## config.mk

```make
export PLATFORM = sky130hd
export DESIGN_NAME = pq_drain_ctrl
export DESIGN_NICKNAME = d
export VERILOG_FILES = /design/src/rtl/pq_drain_pkg.sv /design/src/rtl/pq_skid_buf.sv /design/src/rtl/pq_drain_ctrl.sv
export SDC_FILE = /design/constraint.sdc
export NUM_CORES = 1
export LEC_CHECK = 0
export BUFFER_PORTS_ARGS = -buffer_cell sky130_fd_sc_hd__buf_2
export CORE_MARGIN = 10
export CORE_UTILIZATION = 58
export CTS_CLUSTER_SIZE = 28
export DETAILED_ROUTE_END_ITERATION = 6
export GPL_ROUTABILITY_DRIVEN = 0
export PLACE_DENSITY = 0.88
export SETUP_SLACK_MARGIN = 0.02
export SLEW_MARGIN = 20
export SYNTH_ARGS = -nofsm -noshare
export SYNTH_HDL_FRONTEND = slang
export SYNTH_HIERARCHICAL = 1
export SYNTH_SLANG_ARGS = --single-unit
```

## constraint.sdc

```tcl
create_clock -name i_CLK -period 4.01 [get_ports i_CLK]
set_input_delay 0.6015 -clock i_CLK [delete_from_list [all_inputs] [get_ports i_CLK]]
set_output_delay 0.6015 -clock i_CLK [all_outputs]
set_load 0.01 [all_outputs]
```

## src/rtl/pq_drain_pkg.sv

```systemverilog
// pq_drain_pkg: shared types and constants for the priority-queue drain controller
package pq_drain_pkg;
    typedef enum logic [1:0] {IDLE, DRAIN, FLUSH} state_t;
    localparam int DEF_DATA_WIDTH  = 16;
    localparam int DEF_COUNT_WIDTH = 8;
    localparam int BUF_DEPTH       = 2;
    localparam int OCC_W           = $clog2(BUF_DEPTH + 1);
endpackage

```

## src/rtl/pq_skid_buf.sv

```systemverilog
// pq_skid_buf: 2-entry FIFO between the queue pop port and the valid/ready output stream
module pq_skid_buf
    import pq_drain_pkg::*;
#(
    parameter int DATA_WIDTH = DEF_DATA_WIDTH
) (
    input  logic                  clk,
    input  logic                  rst,
    input  logic                  push,
    input  logic [DATA_WIDTH-1:0] push_data,
    output logic [OCC_W-1:0]      occ,
    output logic                  valid,
    input  logic                  ready,
    output logic [DATA_WIDTH-1:0] data
);
    logic [DATA_WIDTH-1:0] mem [BUF_DEPTH];
    logic wp, rp, hs;

    assign valid = occ != '0;
    assign hs    = valid && ready;
    assign data  = mem[rp];

    // single-bit pointers suffice for a depth of two
    always_ff @(posedge clk) begin
        if (rst) begin
            mem <= '{default: '0};
            wp  <= 1'b0;
            rp  <= 1'b0;
            occ <= '0;
        end else begin
            if (push) mem[wp] <= push_data;
            if (push) wp <= ~wp;
            if (hs) rp <= ~rp;
            occ <= occ + OCC_W'(push) - OCC_W'(hs);
        end
    end
endmodule

```

## src/rtl/pq_drain_ctrl.sv

```systemverilog
// pq_drain_ctrl: pops the priority queue head in bursts onto a valid/ready stream.
// Optional PQ_DRAIN_ORDER_CHECK_EN adds a sticky check that popped values never increase.
module pq_drain_ctrl
    import pq_drain_pkg::*;
#(
    parameter int DATA_WIDTH  = DEF_DATA_WIDTH,
    parameter int COUNT_WIDTH = DEF_COUNT_WIDTH
) (
    input  logic                   i_CLK,
    input  logic                   i_RST,
    input  logic                   i_start,
    input  logic [COUNT_WIDTH-1:0] i_count,
    input  logic                   i_abort,
    input  logic                   i_hold,
    output logic                   o_busy,
    output logic                   o_done,
    output logic [COUNT_WIDTH-1:0] o_xfer_cnt,
    output logic                   o_pq_read,
    input  logic                   i_pq_empty,
    input  logic [DATA_WIDTH-1:0]  i_pq_data,
    output logic                   o_valid,
    input  logic                   i_ready,
    output logic [DATA_WIDTH-1:0]  o_data,
    output logic                   o_order_err
);
    state_t state, state_nx;
    logic [COUNT_WIDTH-1:0] rem;
    logic [OCC_W-1:0] occ;
    logic cmode, start_acc, drain_end, flush_done, hs;

    assign o_busy    = state != IDLE;
    assign hs        = o_valid && i_ready;
    assign start_acc = state == IDLE && i_start;

    // pop never looks at i_ready; the buffer absorbs the downstream stall
    always_comb begin
        o_pq_read  = state == DRAIN && !i_pq_empty && !i_hold && !i_abort &&
                     occ < OCC_W'(BUF_DEPTH) && (!cmode || rem != '0);
        drain_end  = i_abort || (i_pq_empty && !i_hold) ||
                     (cmode && o_pq_read && rem == COUNT_WIDTH'(1));
        flush_done = occ == '0 || (occ == OCC_W'(1) && hs);
        state_nx   = start_acc ? DRAIN :
                     (state == DRAIN && drain_end) ? FLUSH :
                     (state == FLUSH && flush_done) ? IDLE : state;
    end

    always_ff @(posedge i_CLK) begin
        if (i_RST) state <= IDLE;
        else state <= state_nx;
    end

    always_ff @(posedge i_CLK) begin
        if (i_RST) begin
            rem        <= '0;
            cmode      <= 1'b0;
            o_xfer_cnt <= '0;
            o_done     <= 1'b0;
        end else begin
            o_done <= state == FLUSH && flush_done;
            if (start_acc) begin
                rem        <= i_count;
                cmode      <= i_count != '0;
                o_xfer_cnt <= '0;
            end else if (o_pq_read) begin
                rem        <= rem - COUNT_WIDTH'(1);
                o_xfer_cnt <= (&o_xfer_cnt) ? o_xfer_cnt : o_xfer_cnt + COUNT_WIDTH'(1);
            end
        end
    end

`ifdef PQ_DRAIN_ORDER_CHECK_EN
    logic [DATA_WIDTH-1:0] prev;
    logic have_prev, err;

    always_ff @(posedge i_CLK) begin
        if (i_RST) begin
            prev      <= '0;
            have_prev <= 1'b0;
            err       <= 1'b0;
        end else if (start_acc) begin
            have_prev <= 1'b0;
            err       <= 1'b0;
        end else if (o_pq_read) begin
            prev      <= i_pq_data;
            have_prev <= 1'b1;
            if (have_prev && i_pq_data > prev) err <= 1'b1;
        end
    end
    assign o_order_err = err;
`else
    assign o_order_err = 1'b0;
`endif

    pq_skid_buf #(.DATA_WIDTH(DATA_WIDTH)) u_buf (
        .clk       (i_CLK),
        .rst       (i_RST),
        .push      (o_pq_read),
        .push_data (i_pq_data),
        .occ       (occ),
        .valid     (o_valid),
        .ready     (i_ready),
        .data      (o_data)
    );
endmodule
```

==> impl_metrics.json <==
{
  "run_status": "complete, no violations",
  "netlist_instances": 327,
  "clock_latency_ns": 0.31,
  "antenna_found_initial": 0,
  "cp-start-kind": "register",
  "globalRouteTotalUtil_pct": 16.5,
  "cts_made_buffers": 5,
  "design.final.nets": 411,
  "post_synth_instance_area_sq_um": 2780,
  "die_height_um": 89.2,
  "timing.critical_path.buf_inv": 3,
  "number_of_resized_instances_in_the_post_cts_repair_step": 0,
  "num_io_pins": 60,
  "maxCapViolCount": 0,
  "dr.pass1.iters": 4,
  "post_route_cells_drive_above_1_share_pct": 27.5,
  "maximum_clock_path_buffer_count": 2,
  "numPlacedInstances": 421,
  "grt_setup_unrepaired": "no",
  "tightestPinTransition_ns": 0.941,
  "core_area_sq_um": 4690,
  "reg2reg_from": "rem[1]",
  "route.antenna.remaining_nets": 0,
  "synth.yosys.warnings": 6,
  "clkSlewWorstSetupHoldPaths_ns": 0.10,
  "utilization_pct": 66.3,
  "synth_cell_types": 54,
  "floorplan.die.width_um": 89.2,
  "grt_pass1_vias": 2391,
  "synthFlopType": "dfxtp_1",
  "numClockSinks": 56,
  "most_used_cells_in_the_layout_excluding_fill_and_tap_cells": "77 x nand2_1, 58 x buf_2, 56 x dfxtp_1",
  "synth_area_leaders": "dfxtp_1 40%, nand2_1 10%, mux2_2 6.5%",
  "hold_viol_final": 0,
  "mostFrequentLayoutCell": "nand2_1",
  "final_cell_count_no_fill": 429,
  "grt_max_degree": 51,
  "post_detailed_routing_wire_length_mm": 6.47,
  "vias": 2475,
  "yosys_register_bits": 56,
  "startpoint": "rem[0]",
  "syn-mean-instance-area_sq_um": 8.49,
  "clockRootBuffer": "clkbuf_8",
  "drc": 0,
  "worstHoldPathType": "reg -> reg",
  "std_cell_rows": 25,
  "hold_start": "u_buf/mem[12]",
  "post_drt_via_cell_ratio": 5.77,
  "synth.yosys.seq_area_share_pct": 40.4,
  "max_transition_viols_final": 0,
  "final.min_clock_period_ns": 2.73,
  "p_leak_nw": 1.24,
  "setup-tns-final_ns": 0,
  "multi_input_logic_area_sq_um": 1490,
  "pwr_density_cell_nw_per_um2": 374,
  "cp_slowest_stage_delay_ns": 0.44,
  "critical_path_class": "reg -> out",
  "critPathTopFamily": "simple AND/OR/NAND/NOR gates",
  "h-tree-depth": 2,
  "final-seq-area_sq_um": 1120,
  "achievable-frequency_mhz": 367,
  "yosysTopAreaCell": "dfxtp_1",
  "layout_worst_path_cycle_share_pct": 68.0,
  "fp.dieArea_sq_um": 7950,
  "synth-edff-count": 0,
  "timing.max_slew.rel_slack_pct": 37.2,
  "dpl.hpwl_mm": 4.72,
  "worst_ir_drop_vdd_mv": 0.296,
  "worst_path_max_delay_cell": "dfxtp_1",
  "drt-initial-drc-count": 144,
  "worstSetupEndpointType": "output pin",
  "cts_hold_buffers": 0,
  "cts_tree": "built",
  "grt_remaining_overflow": 0,
  "crit_chain": "inv_1, ha_1, and3b_1, and3_1, nor2_1, buf_4, buf_2",
  "crit_path_max_fanout": 15,
  "yosysTopAreaCellShare_pct": 40.4,
  "timing.critical_path.arrival_ns": 2.13,
  "buffer_ports.inserted": 58,
  "postSynth.asyncResetShare_pct": 0,
  "relative_area_change_from_synthesis_to_final_layout_pct": 12.1,
  "synth_fp_nets": 364,
  "initial_core_util_pct": 59.1,
  "worst-endpoint-required_ns": 3.41,
  "antenna-diode-count": 0,
  "finalSetupViolCount": 0,
  "routedWlPerCell_um": 15.1,
  "grt_pass1_wl_mm": 10.7,
  "post_cts.repair.setup_buffers": 0,
  "num-fill-cells": 384,
  "fin_skew_ns": 0.0107
}
[flip-flops by register name, summed over array words and instances, names as in the netlist]
signal      flops
cmode           1
o_done          1
o_xfer_cnt      8
rem             8
state           2
u_buf/mem      32
u_buf/occ       2
u_buf/rp        1
u_buf/wp        1
[worst reg2reg max path, stage by stage, from the launching register on]
cell and delay, ns:
dfxtp_1 0.34, inv_1 0.11, ha_1 0.20, and3b_1 0.23, and3_1 0.48, nor2_1 0.11
buf_4 0.19, nand2b_1 0.53, nand2_1 0.18, a21oi_2 0.17
[cell families (layout without fill, tap and decap cells)]
kind of cell	Yosys count	in the layout	synth area share (%)
and+or+nand+nor	139	139	25.2
AOI/OAI and AO/OA	76	76	17.8
DFF	56	56	40.4
buffers and inverters	29	77	5.86
muxes	18	18	7.21
adders and majority gates	6	6	2.71
xor gates and xnor gates	2	2	0.631
other	1	1	0.135
[per-stage QoR]
step                total power [mW]  setup WS (ns)  area (sq um)  hold slack [ns]
finish                          1.17           1.28          3110            0.459
global placement               0.865           1.32          3020            0.438
floorplan                      0.806           1.36          2780            0.433
global route                    1.23           1.13          3110            0.477
CTS                             1.17           1.29          3110            0.458
detailed placement             0.870           1.20          3020            0.444
[final cells by class]
| class | instances | share of cell area (%) |
|---|---|---|
| clock inverters | 2 | 0.523 |
| clock buffers | 6 | 2.33 |
| multi-input cells | 242 | 47.9 |
| flip-flops and latches | 56 | 36.0 |
| repair buffers | 61 | 10.1 |
| well taps | 54 | 2.17 |
| inverters | 8 | 0.965 |
[layer usage]
| layer | vias up | routed length (um) | global-route usage [%] |
|---|---|---|---|
| met5 | - | 0 | 0 |
| met4 | 0 | 67 | 4.19 |
| met3 | 7 | 427 | 4.28 |
| met2 | 71 | 3210 | 28.7 |
| met1 | 1162 | 2770 | 19.5 |
| li1 | 1235 | - | - |
[synthesized netlist by cell type, types with 2 or more instances]
cell type	count
nand2_1	77
dfxtp_1	56
a21oi_1	32
mux2_2	16
nor2_1	11
a21oi_2	10
inv_1	8
or4_1	8
buf_2	7
nor2b_1	7
o21ai_0	7
buf_4	6
ha_1	6
clkbuf_1	5
a31oi_1	4
and2_1	4
nand3_1	4
o31ai_1	4
a211oi_1	3
buf_6	3
nor4_1	3
a311oi_1	2
and3_1	2
mux2i_1	2
nand4_1	2
nand4b_1	2
nor3_1	2
nor3b_1	2
nor4b_1	2
o21a_1	2
o311ai_0	2
or2_2	2
or3_1	2
or3b_2	2
[worst paths after layout]
| check | slack, ns | end | depth (start not counted) |
|---|---|---|---|
| worst min register to register | 0.46 | u_buf/mem[12] | 2 |
| worst max-delay path | 1.28 | o_pq_read | 7 |
| worst max register to register | 1.41 | u_buf/mem[21] | 9 |
| worst min-delay path | 0.46 | u_buf/mem[12] | 2 |
[report_power, final]
group          internal, mW  switching [mW]  total (mW)
Sequential            0.584          0.0561       0.640
Clock                 0.125           0.181       0.306
Combinational         0.110           0.109       0.219
Total                 0.819           0.347        1.17
Note: power is estimated with default switching activity, not from simulation.
